--- src/rtl/cmp_slice_sched.sv ---
// Sequences one shared 2-bit equality comparator slice across two WIDTH-bit operands, LSB slice first.
// Optional early exit on the first mismatching slice: define CMP_SLICE_EARLY_EXIT_EN.
//
//   state | meaning
//   ------+---------------------------------------------------------------
//   IDLE  | waiting for start; operands captured on an accepted start
//   CMP   | one slice per clock driven on slc_a/slc_b, slc_eq folded in
//   DONE  | one-cycle done pulse; eq/miss_idx valid and held afterwards
module cmp_slice_sched #(
    parameter int WIDTH = 8,
    localparam int N_SLICES = WIDTH / 2,
    localparam int IW = (N_SLICES > 1) ? $clog2(N_SLICES) : 1
) (
    input  logic             clk,
    input  logic             rst_n,
    input  logic             start,
    input  logic [WIDTH-1:0] a,
    input  logic [WIDTH-1:0] b,
    output logic [1:0]       slc_a,
    output logic [1:0]       slc_b,
    input  logic             slc_eq,
    output logic             busy,
    output logic             done,
    output logic             eq,
    output logic [IW-1:0]    miss_idx
);

    localparam logic [1:0] ST_IDLE = 2'd0;
    localparam logic [1:0] ST_CMP  = 2'd1;
    localparam logic [1:0] ST_DONE = 2'd2;

    localparam logic [IW-1:0] LAST_IDX = IW'(N_SLICES - 1);

    logic [1:0]       state_q, state_d;
    logic [WIDTH-1:0] ra_q, ra_d;
    logic [WIDTH-1:0] rb_q, rb_d;
    logic [IW-1:0]    idx_q, idx_d;
    logic             acc_q, acc_d;
    logic [IW-1:0]    first_miss_q, first_miss_d;
    logic             eq_q, eq_d;
    logic [IW-1:0]    miss_idx_q, miss_idx_d;

    logic [IW:0]      bit_sel;
    logic             last_slice;
    logic             leave_cmp;

    assign bit_sel    = {idx_q, 1'b0};
    assign last_slice = (idx_q == LAST_IDX);

`ifdef CMP_SLICE_EARLY_EXIT_EN
    assign leave_cmp = last_slice || !slc_eq;
`else
    assign leave_cmp = last_slice;
`endif

    always_comb begin
        state_d      = state_q;
        ra_d         = ra_q;
        rb_d         = rb_q;
        idx_d        = idx_q;
        acc_d        = acc_q;
        first_miss_d = first_miss_q;
        eq_d         = eq_q;
        miss_idx_d   = miss_idx_q;

        case (state_q)
            ST_IDLE: begin
                if (start) begin
                    ra_d         = a;
                    rb_d         = b;
                    idx_d        = '0;
                    acc_d        = 1'b1;
                    first_miss_d = '0;
                    eq_d         = 1'b0;
                    miss_idx_d   = '0;
                    state_d      = ST_CMP;
                end
            end
            ST_CMP: begin
                acc_d = acc_q & slc_eq;
                // acc_q still high means no earlier slice has missed
                if (acc_q && !slc_eq) begin
                    first_miss_d = idx_q;
                end
                if (leave_cmp) begin
                    eq_d       = acc_d;
                    miss_idx_d = acc_d ? '0 : first_miss_d;
                    state_d    = ST_DONE;
                end else begin
                    idx_d = idx_q + IW'(1);
                end
            end
            ST_DONE: begin
                state_d = ST_IDLE;
            end
            default: begin
                state_d = ST_IDLE;
            end
        endcase
    end

    always_ff @(posedge clk) begin
        if (!rst_n) begin
            state_q      <= ST_IDLE;
            ra_q         <= '0;
            rb_q         <= '0;
            idx_q        <= '0;
            acc_q        <= 1'b0;
            first_miss_q <= '0;
            eq_q         <= 1'b0;
            miss_idx_q   <= '0;
        end else begin
            state_q      <= state_d;
            ra_q         <= ra_d;
            rb_q         <= rb_d;
            idx_q        <= idx_d;
            acc_q        <= acc_d;
            first_miss_q <= first_miss_d;
            eq_q         <= eq_d;
            miss_idx_q   <= miss_idx_d;
        end
    end

    always_comb begin
        slc_a = 2'b00;
        slc_b = 2'b00;
        if (state_q == ST_CMP) begin
            slc_a = ra_q[bit_sel +: 2];
            slc_b = rb_q[bit_sel +: 2];
        end
    end

    assign busy     = (state_q != ST_IDLE);
    assign done     = (state_q == ST_DONE);
    assign eq       = eq_q;
    assign miss_idx = miss_idx_q;

endmodule

--- config.mk ---
export PLATFORM = sky130hd
export DESIGN_NAME = cmp_slice_sched
export DESIGN_NICKNAME = d
export VERILOG_FILES = /design/src/rtl/cmp_slice_sched.sv
export SDC_FILE = /design/constraint.sdc
export NUM_CORES = 1
export LEC_CHECK = 0
export ABC_CLOCK_PERIOD_IN_PS = 2600
export CAP_MARGIN = 20
export CORE_ASPECT_RATIO = 0.6
export CORE_UTILIZATION = 51
export CTS_BUF_LIST = sky130_fd_sc_hd__clkbuf_4 sky130_fd_sc_hd__clkbuf_8 sky130_fd_sc_hd__clkbuf_16
export DETAILED_ROUTE_END_ITERATION = 10
export PLACE_DENSITY = 0.82
export RECOVER_POWER = 100
export SYNTH_ARGS = -nofsm -noshare
export SYNTH_HDL_FRONTEND = slang
export SYNTH_SLANG_ARGS = --single-unit
--- constraint.sdc ---
create_clock -name clk -period 2.6 [get_ports clk]
set_clock_uncertainty 0.1 [all_clocks]
set_input_delay 0.39 -clock clk [delete_from_list [all_inputs] [get_ports clk]]
set_output_delay 0.39 -clock clk [all_outputs]
set_load 0.02 [all_outputs]
==> impl_metrics.xml, run 1 <==
<?xml version="1.0" encoding="UTF-8"?>
<metrics>
  <group name="outcome">
    <metric name="status" unit="">complete, no violations</metric>
  </group>
  <group name="route">
    <metric name="drt_first_iter_violations" unit="">43</metric>
    <metric name="routed_wire_length_per_instance" unit="um">13.1</metric>
    <metric name="top_signal_layer_used" unit="">met4</metric>
    <metric name="met2WireLength" unit="um">1140</metric>
    <metric name="detail_route.first_pass.iterations" unit="">4</metric>
    <metric name="postRouteWirelength" unit="um">2430</metric>
    <metric name="drcViolationCount" unit="">0</metric>
    <metric name="detailroute.wirelength.met3" unit="um">105</metric>
    <metric name="vias_per_cell" unit="">5.29</metric>
    <metric name="routed_via_count" unit="">978</metric>
    <metric name="wl_met1" unit="um">1160</metric>
    <metric name="drtAntennaViolNets" unit="">0</metric>
  </group>
  <group name="logic_synthesis">
    <metric name="ys_types" unit="">24</metric>
    <metric name="most_frequent_cell_after_synthesis" unit="">nand2_1</metric>
    <metric name="synthesis.area" unit="um2">1180</metric>
    <metric name="post_synth.cell_area_avg" unit="um2">9.33</metric>
    <metric name="multiplexer_share_of_the_synthesized_area" unit="">0.111</metric>
    <metric name="syn-num-nets" unit="">148</metric>
    <metric name="synth_edf_count" unit="">0</metric>
    <metric name="synth_area_leaders" unit="">dfxtp_1 (44%), nand2_1 (12%), a21boi_0 (11%)</metric>
    <metric name="async_flop_share" unit="">0</metric>
    <metric name="synth_compound_area_frac" unit="">0.160</metric>
    <metric name="ys_seq_elements" unit="">26</metric>
    <metric name="synthFlopType" unit="">dfxtp_1</metric>
    <metric name="main_combinational_cell_family_by_area_after_synthesis" unit="">simple AND/OR/NAND/NOR gates</metric>
    <metric name="yosys_top_cell_area_share" unit="">0.443</metric>
    <metric name="synth-warning-count" unit="">0</metric>
    <metric name="yosysTopAreaCell" unit="">dfxtp_1</metric>
    <metric name="post_synth_xor_area_fraction" unit="">0</metric>
    <metric name="synth_cells" unit="">126</metric>
    <metric name="synth_simple_gate_area_frac" unit="">0.234</metric>
    <metric name="part_of_the_yosys_area_used_for_sequential_elements" unit="">0.443</metric>
    <metric name="yosys.area_share.adder" unit="">0.0213</metric>
    <metric name="synthTopCellsByCount" unit="">nand2_1 (38), dfxtp_1 (26), a21boi_0 (17)</metric>
  </group>
  <group name="worst_hold_path">
    <metric name="holdCritPathClass" unit="">flop to flop</metric>
  </group>
  <group name="setup_path">
    <metric name="critPathRequiredTime" unit="ps">2110</metric>
    <metric name="crit_type" unit="">flop to primary output</metric>
    <metric name="worstPathMaxFanout" unit="">9</metric>
    <metric name="setup.worst_path.start_class" unit="">flop</metric>
    <metric name="worstSetupEndpointType" unit="">primary output</metric>
    <metric name="arrival" unit="ps">1960</metric>
  </group>
  <group name="power">
    <metric name="power-per-cell-area" unit="nW/um2">533</metric>
    <metric name="power.static_leakage" unit="nW">0.589</metric>
    <metric name="irDropWorstVdd" unit="uV">502</metric>
  </group>
  <group name="die">
    <metric name="floorplan.rows" unit="">13</metric>
    <metric name="pin_count" unit="">29</metric>
    <metric name="die-height" unit="um">39.2</metric>
    <metric name="die_width" unit="um">64.0</metric>
    <metric name="floorplan.core_area" unit="um2">2160</metric>
    <metric name="dieArea" unit="um2">2510</metric>
    <metric name="initial_utilization" unit="">0.544</metric>
  </group>
  <group name="placed_design">
    <metric name="dp.final_hpwl" unit="um">1830</metric>
    <metric name="placed_cells" unit="">181</metric>
    <metric name="port_bufs" unit="">28</metric>
    <metric name="placer_s_final_routability_congestion_estimate" unit="">0.818</metric>
  </group>
  <group name="global_route">
    <metric name="grt_pass1_wl" unit="um">3800</metric>
    <metric name="grt_start_max_net_pins" unit="">20</metric>
    <metric name="grt_util_all_layers" unit="">0.212</metric>
    <metric name="gr-total-overflow" unit="">0</metric>
    <metric name="grt_antenna_before_repair" unit="">0</metric>
    <metric name="number_of_global_route_vias_before_repair" unit="">841</metric>
  </group>
  <group name="timing">
    <metric name="total_negative_slack" unit="ps">0</metric>
    <metric name="setup_viol_count_final" unit="">0</metric>
    <metric name="layout_worst_path_cycle_share" unit="">0.943</metric>
    <metric name="final_hold_viol_count" unit="">0</metric>
    <metric name="grt_setup_unrepaired" unit="">no</metric>
    <metric name="finalWorstPathRequiredPeriod" unit="ps">2450</metric>
    <metric name="max_freq" unit="MHz">408</metric>
    <metric name="worstMarginPinSlew" unit="ps">597</metric>
    <metric name="maxSlewHeadroom" unit="">0.601</metric>
    <metric name="drv_slew" unit="">0</metric>
    <metric name="whs" unit="ps">366</metric>
  </group>
  <group name="clock_network">
    <metric name="cts.hold.buffers_added" unit="">0</metric>
    <metric name="cts_made_buffers" unit="">3</metric>
    <metric name="cts_root_cell" unit="">clkbuf_8</metric>
    <metric name="path_clk_slew" unit="ps">90</metric>
    <metric name="htree_levels" unit="">1</metric>
    <metric name="cts_buffer_depth" unit="">2</metric>
    <metric name="clock_sink_count" unit="">26</metric>
    <metric name="tritoncts" unit="">yes</metric>
    <metric name="worstSkewPairLatency" unit="ps">270</metric>
  </group>
  <group name="cells_and_area">
    <metric name="final_nets" unit="">178</metric>
    <metric name="layout-drive-gt1-share" unit="">0.0903</metric>
    <metric name="syn2layout_area_growth" unit="%">30.5</metric>
    <metric name="fill_cell_instance_count_of_the_final_layout" unit="">174</metric>
    <metric name="final_cell_count_no_fill" unit="">185</metric>
    <metric name="antennaDiodeCount" unit="">0</metric>
  </group>
  <group name="flow_run">
    <metric name="maxCapViolCount" unit="">0</metric>
  </group>
</metrics>
-- area by class of cell --
type                            count  area, um2  share of cell area
Timing Repair Buffer               32        303               0.197
Tap cell                           30       37.5              0.0244
Multi-Input combinational cell     93        618               0.403
Clock buffer                        4       55.1              0.0359
Sequential cell                    26        522               0.340
-- cell usage in the layout (no fill, tap or decap), types with 3 or more instances in the layout --
| cell | count |
|---|---|
| a21boi_0 | 17 |
| and2_0 | 4 |
| clkbuf_8 | 4 |
| clkdlybuf4s50_1 | 21 |
| dfxtp_1 | 25 |
| dlygate4sd3_1 | 7 |
| mux2i_1 | 4 |
| mux4_2 | 4 |
| nand2_1 | 38 |
| nand4_1 | 4 |
| nor2b_1 | 3 |
| o21ai_0 | 3 |
-- per-stage QoR --
stage	setup slack (ps)	area, um2	power, W	utilization
finish	148	1540	0.000818	0.710
global route	56.2	1540	0.000851	0.710
CTS	132	1540	0.000828	0.713
detailed placement	271	1490	0.000571	0.687
global placement	299	1490	0.000565	0.687
floorplan	862	1180	0.000514	-
-- sequential cells by signal (all words and copies together), names as in the netlist --
register / cells
ra_q: 8
miss_idx: 2
idx_q: 2
rb_q: 8
acc_q: 1
first_miss_q: 2
state_q: 2
eq: 1
-- kinds of logic (layout without fill, tap and decap cells) --
family	after synthesis	in the layout
fa+ha+maj	2	2
flops	26	26
mux	8	8
buf+inv	7	36
simple gates	58	58
compound gates	25	25
-- worst paths after layout --
| kind | from | to | slack [ps] | cells past startpoint |
|---|---|---|---|---|
| worst min register to register | eq$_SDFFE_PN0P_ | eq$_SDFFE_PN0P_ | 370 | 2 |
| worst min-delay path | eq$_SDFFE_PN0P_ | eq$_SDFFE_PN0P_ | 370 | 2 |
| worst max-delay path | idx_q[0]$_SDFFE_PN0P_ | slc_a[1] | 150 | 3 |
| worst max register to register | state_q[0]$_SDFFE_PN0P_ | rb_q[2]$_SDFFE_PN0P_ | 860 | 4 |
-- critical path: stages (launching register included) --
cell	delay [ps]
dfxtp_2	480
mux4_2	520
and2_0	160
clkdlybuf4s50_1	540
-- what timing repair did --
| action | 4_1_cts | 5_1_grt |
|---|---|---|
| setup buffers | 0 | 0 |
| gates resized for setup | 1 | 0 |
| setup endpoints to repair | 4 | 0 |
-- metal layers --
layer,up-vias,global-route usage
met5,-,0
met4,0,0.0682
met3,4,0.0559
met2,27,0.383
met1,456,0.253
li1,491,-
-- report_power, final --
part | leakage, nW | internal (W) | switching (W)
clock | 0.0288 | 0.000135 | 0.000124
combinational | 0.347 | 0.0000682 | 0.0000546
sequential | 0.213 | 0.000418 | 0.0000178
Note: power is estimated with default switching activity, not from simulation.
==> run 2: changes to the inputs <==
SETUP_SLACK_MARGIN = 0.05   (was not set)
==> results of run 2 <==
The final DEF is identical to that of run 1; final timing and power are the same.
==> run 3: changes to the inputs <==
--- a/config.mk
+++ b/config.mk
@@ -16,2 +16,3 @@
 export SETUP_SLACK_MARGIN = 0.05
+export SKIP_CTS_REPAIR_TIMING = 1
 export SYNTH_ARGS = -nofsm -noshare
--- a/constraint.sdc
+++ b/constraint.sdc
@@ -4,2 +4,2 @@
 set_output_delay 0.39 -clock clk [all_outputs]
-set_load 0.02 [all_outputs]
+set_load 0.1 [all_outputs]
==> impl_metrics.xml, run 3 (same netlist as run 1, synthesis figures left out) <==
<?xml version="1.0" encoding="UTF-8"?>
<metrics>
  <group name="clock_network">
    <metric name="htree_levels" unit="">1</metric>
    <metric name="clock_sink_count" unit="">26</metric>
    <metric name="worstSkewPairLatency" unit="ps">260</metric>
    <metric name="cts_made_buffers" unit="">3</metric>
    <metric name="cts_root_cell" unit="">clkbuf_8</metric>
    <metric name="cts_buffer_depth" unit="">2</metric>
    <metric name="tritoncts" unit="">yes</metric>
    <metric name="path_clk_slew" unit="ps">80</metric>
  </group>
  <group name="timing">
    <metric name="max_freq" unit="MHz">437</metric>
    <metric name="setup_viol_count_final" unit="">0</metric>
    <metric name="total_negative_slack" unit="ps">0</metric>
    <metric name="final_hold_viol_count" unit="">0</metric>
    <metric name="layout_worst_path_cycle_share" unit="">0.881</metric>
    <metric name="finalWorstPathRequiredPeriod" unit="ps">2290</metric>
    <metric name="worstMarginPinSlew" unit="ps">1170</metric>
    <metric name="grt_setup_unrepaired" unit="">no</metric>
    <metric name="drv_slew" unit="">0</metric>
    <metric name="maxSlewHeadroom" unit="">0.226</metric>
    <metric name="timing.final.ws_setup" unit="ps">310</metric>
  </group>
  <group name="setup_path">
    <metric name="critPathRequiredTime" unit="ps">2110</metric>
    <metric name="rr_worst_depth" unit="">4</metric>
    <metric name="setup.worst_path.start_class" unit="">flop</metric>
    <metric name="worstPathMaxFanout" unit="">9</metric>
    <metric name="crit_type" unit="">flop to primary output</metric>
    <metric name="r2r_slack" unit="ps">800</metric>
    <metric name="worstSetupEndpointType" unit="">primary output</metric>
    <metric name="arrival" unit="ps">1800</metric>
  </group>
  <group name="global_route">
    <metric name="grt_pass1_wl" unit="um">3640</metric>
    <metric name="gr-total-overflow" unit="">0</metric>
    <metric name="grt_util_all_layers" unit="">0.200</metric>
    <metric name="grt_start_max_net_pins" unit="">23</metric>
    <metric name="grt_antenna_before_repair" unit="">0</metric>
    <metric name="number_of_global_route_vias_before_repair" unit="">801</metric>
  </group>
  <group name="cells_and_area">
    <metric name="antennaDiodeCount" unit="">0</metric>
    <metric name="final_nets" unit="">178</metric>
    <metric name="syn2layout_area_growth" unit="%">31.2</metric>
    <metric name="final_cell_count_no_fill" unit="">185</metric>
    <metric name="largest_registers_ranked_by_flip_flop_count" unit="">ra_q: 8 flops, rb_q: 8 flops</metric>
    <metric name="mostFrequentLayoutCell" unit="">nand2_1</metric>
    <metric name="layout.cells.most_common_list" unit="">nand2_1 (38), dfxtp_1 (26), a21boi_0 (17), clkdlybuf4s50_1 (17), clkbuf_1 (7)</metric>
    <metric name="layout-drive-gt1-share" unit="">0.110</metric>
  </group>
  <group name="die">
    <metric name="initial_utilization" unit="">0.544</metric>
    <metric name="floorplan.core_area" unit="um2">2160</metric>
    <metric name="pin_count" unit="">29</metric>
    <metric name="die-height" unit="um">39.2</metric>
    <metric name="floorplan.rows" unit="">13</metric>
    <metric name="dieArea" unit="um2">2510</metric>
    <metric name="die_width" unit="um">64.0</metric>
  </group>
  <group name="route">
    <metric name="detail_route.first_pass.iterations" unit="">4</metric>
    <metric name="routed_wire_length_per_instance" unit="um">12.7</metric>
    <metric name="vias_per_cell" unit="">5.14</metric>
    <metric name="drt_first_iter_violations" unit="">35</metric>
    <metric name="drcViolationCount" unit="">0</metric>
    <metric name="routed_via_count" unit="">951</metric>
    <metric name="drtAntennaViolNets" unit="">0</metric>
    <metric name="postRouteWirelength" unit="um">2350</metric>
  </group>
  <group name="power">
    <metric name="total_power" unit="W">0.000837</metric>
    <metric name="power-per-cell-area" unit="nW/um2">542</metric>
    <metric name="irDropWorstVdd" unit="uV">286</metric>
    <metric name="power.static_leakage" unit="nW">0.580</metric>
  </group>
  <group name="placed_design">
    <metric name="placed_cells" unit="">181</metric>
    <metric name="dp.final_hpwl" unit="um">1730</metric>
    <metric name="placer_s_final_routability_congestion_estimate" unit="">0.804</metric>
    <metric name="place_ws" unit="ps">566</metric>
    <metric name="port_bufs" unit="">28</metric>
  </group>
  <group name="worst_hold_path">
    <metric name="holdCritPathClass" unit="">flop to flop</metric>
    <metric name="holdPathStages" unit="">2</metric>
  </group>
  <group name="flow_run">
    <metric name="maxCapViolCount" unit="">0</metric>
  </group>
  <group name="outcome">
    <metric name="status" unit="">complete, no violations</metric>
  </group>
</metrics>
[run 3: cell types whose count changed in the layout (fill, tap and decap cells not counted)]
cell | before | now
clkbuf_1 | 2 | 7
dfxtp_1 | 25 | 26
dlygate4sd3_1 | 7 | 2
clkdlybuf4s50_1 | 21 | 17
buf_12 | 0 | 4
dfxtp_2 | 1 | 0
[run 3: power breakdown]
part	switching (W)	leakage [nW]	internal (W)
Clock	0.000118	0.0288	0.000135
Combinational	0.0000774	0.339	0.0000711
Sequential	0.0000170	0.213	0.000418
[run 3: worst paths after layout]
path	from	endpoint
max	idx_q[0]$_SDFFE_PN0P_	slc_b[1]
min	eq$_SDFFE_PN0P_	eq$_SDFFE_PN0P_
max reg2reg	state_q[0]$_SDFFE_PN0P_	ra_q[2]$_SDFFE_PN0P_
min reg2reg	eq$_SDFFE_PN0P_	eq$_SDFFE_PN0P_
[run 3: routing by layer]
metal | vias up | wire, um | share of wire | track usage
li1 | 489 | - | - | -
met1 | 438 | 1120 | 0.48 | 0.246
met2 | 24 | 1110 | 0.47 | 0.364
met3 | 0 | 113 | 0.048 | 0.0647
met4 | 0 | 0 | 0 | 0.0114
met5 | - | 0 | 0 | 0
[run 3: final cells by class]
| class | count | area [um2] |
|---|---|---|
| clock buffers | 4 | 55.1 |
| repair buffers | 32 | 312 |
| fillers | 173 | 621 |
| well taps | 30 | 37.5 |
| multi-input cells | 93 | 618 |
| flip-flops and latches | 26 | 520 |
[run 3: worst max-delay path: stages (launching register included)]
cell,delay (ps)
dfxtp_1,590
mux4_2,540
and2_0,220
buf_12,190
[run 3: per-stage QoR]
stage	area, um2	hold slack [ps]	utilization
after global placement	1510	346	0.700
after global routing	1540	383	0.713
after detailed placement	1510	356	0.700
after floorplan	1180	340	-
after CTS	1570	368	0.725
final	1540	362	0.713
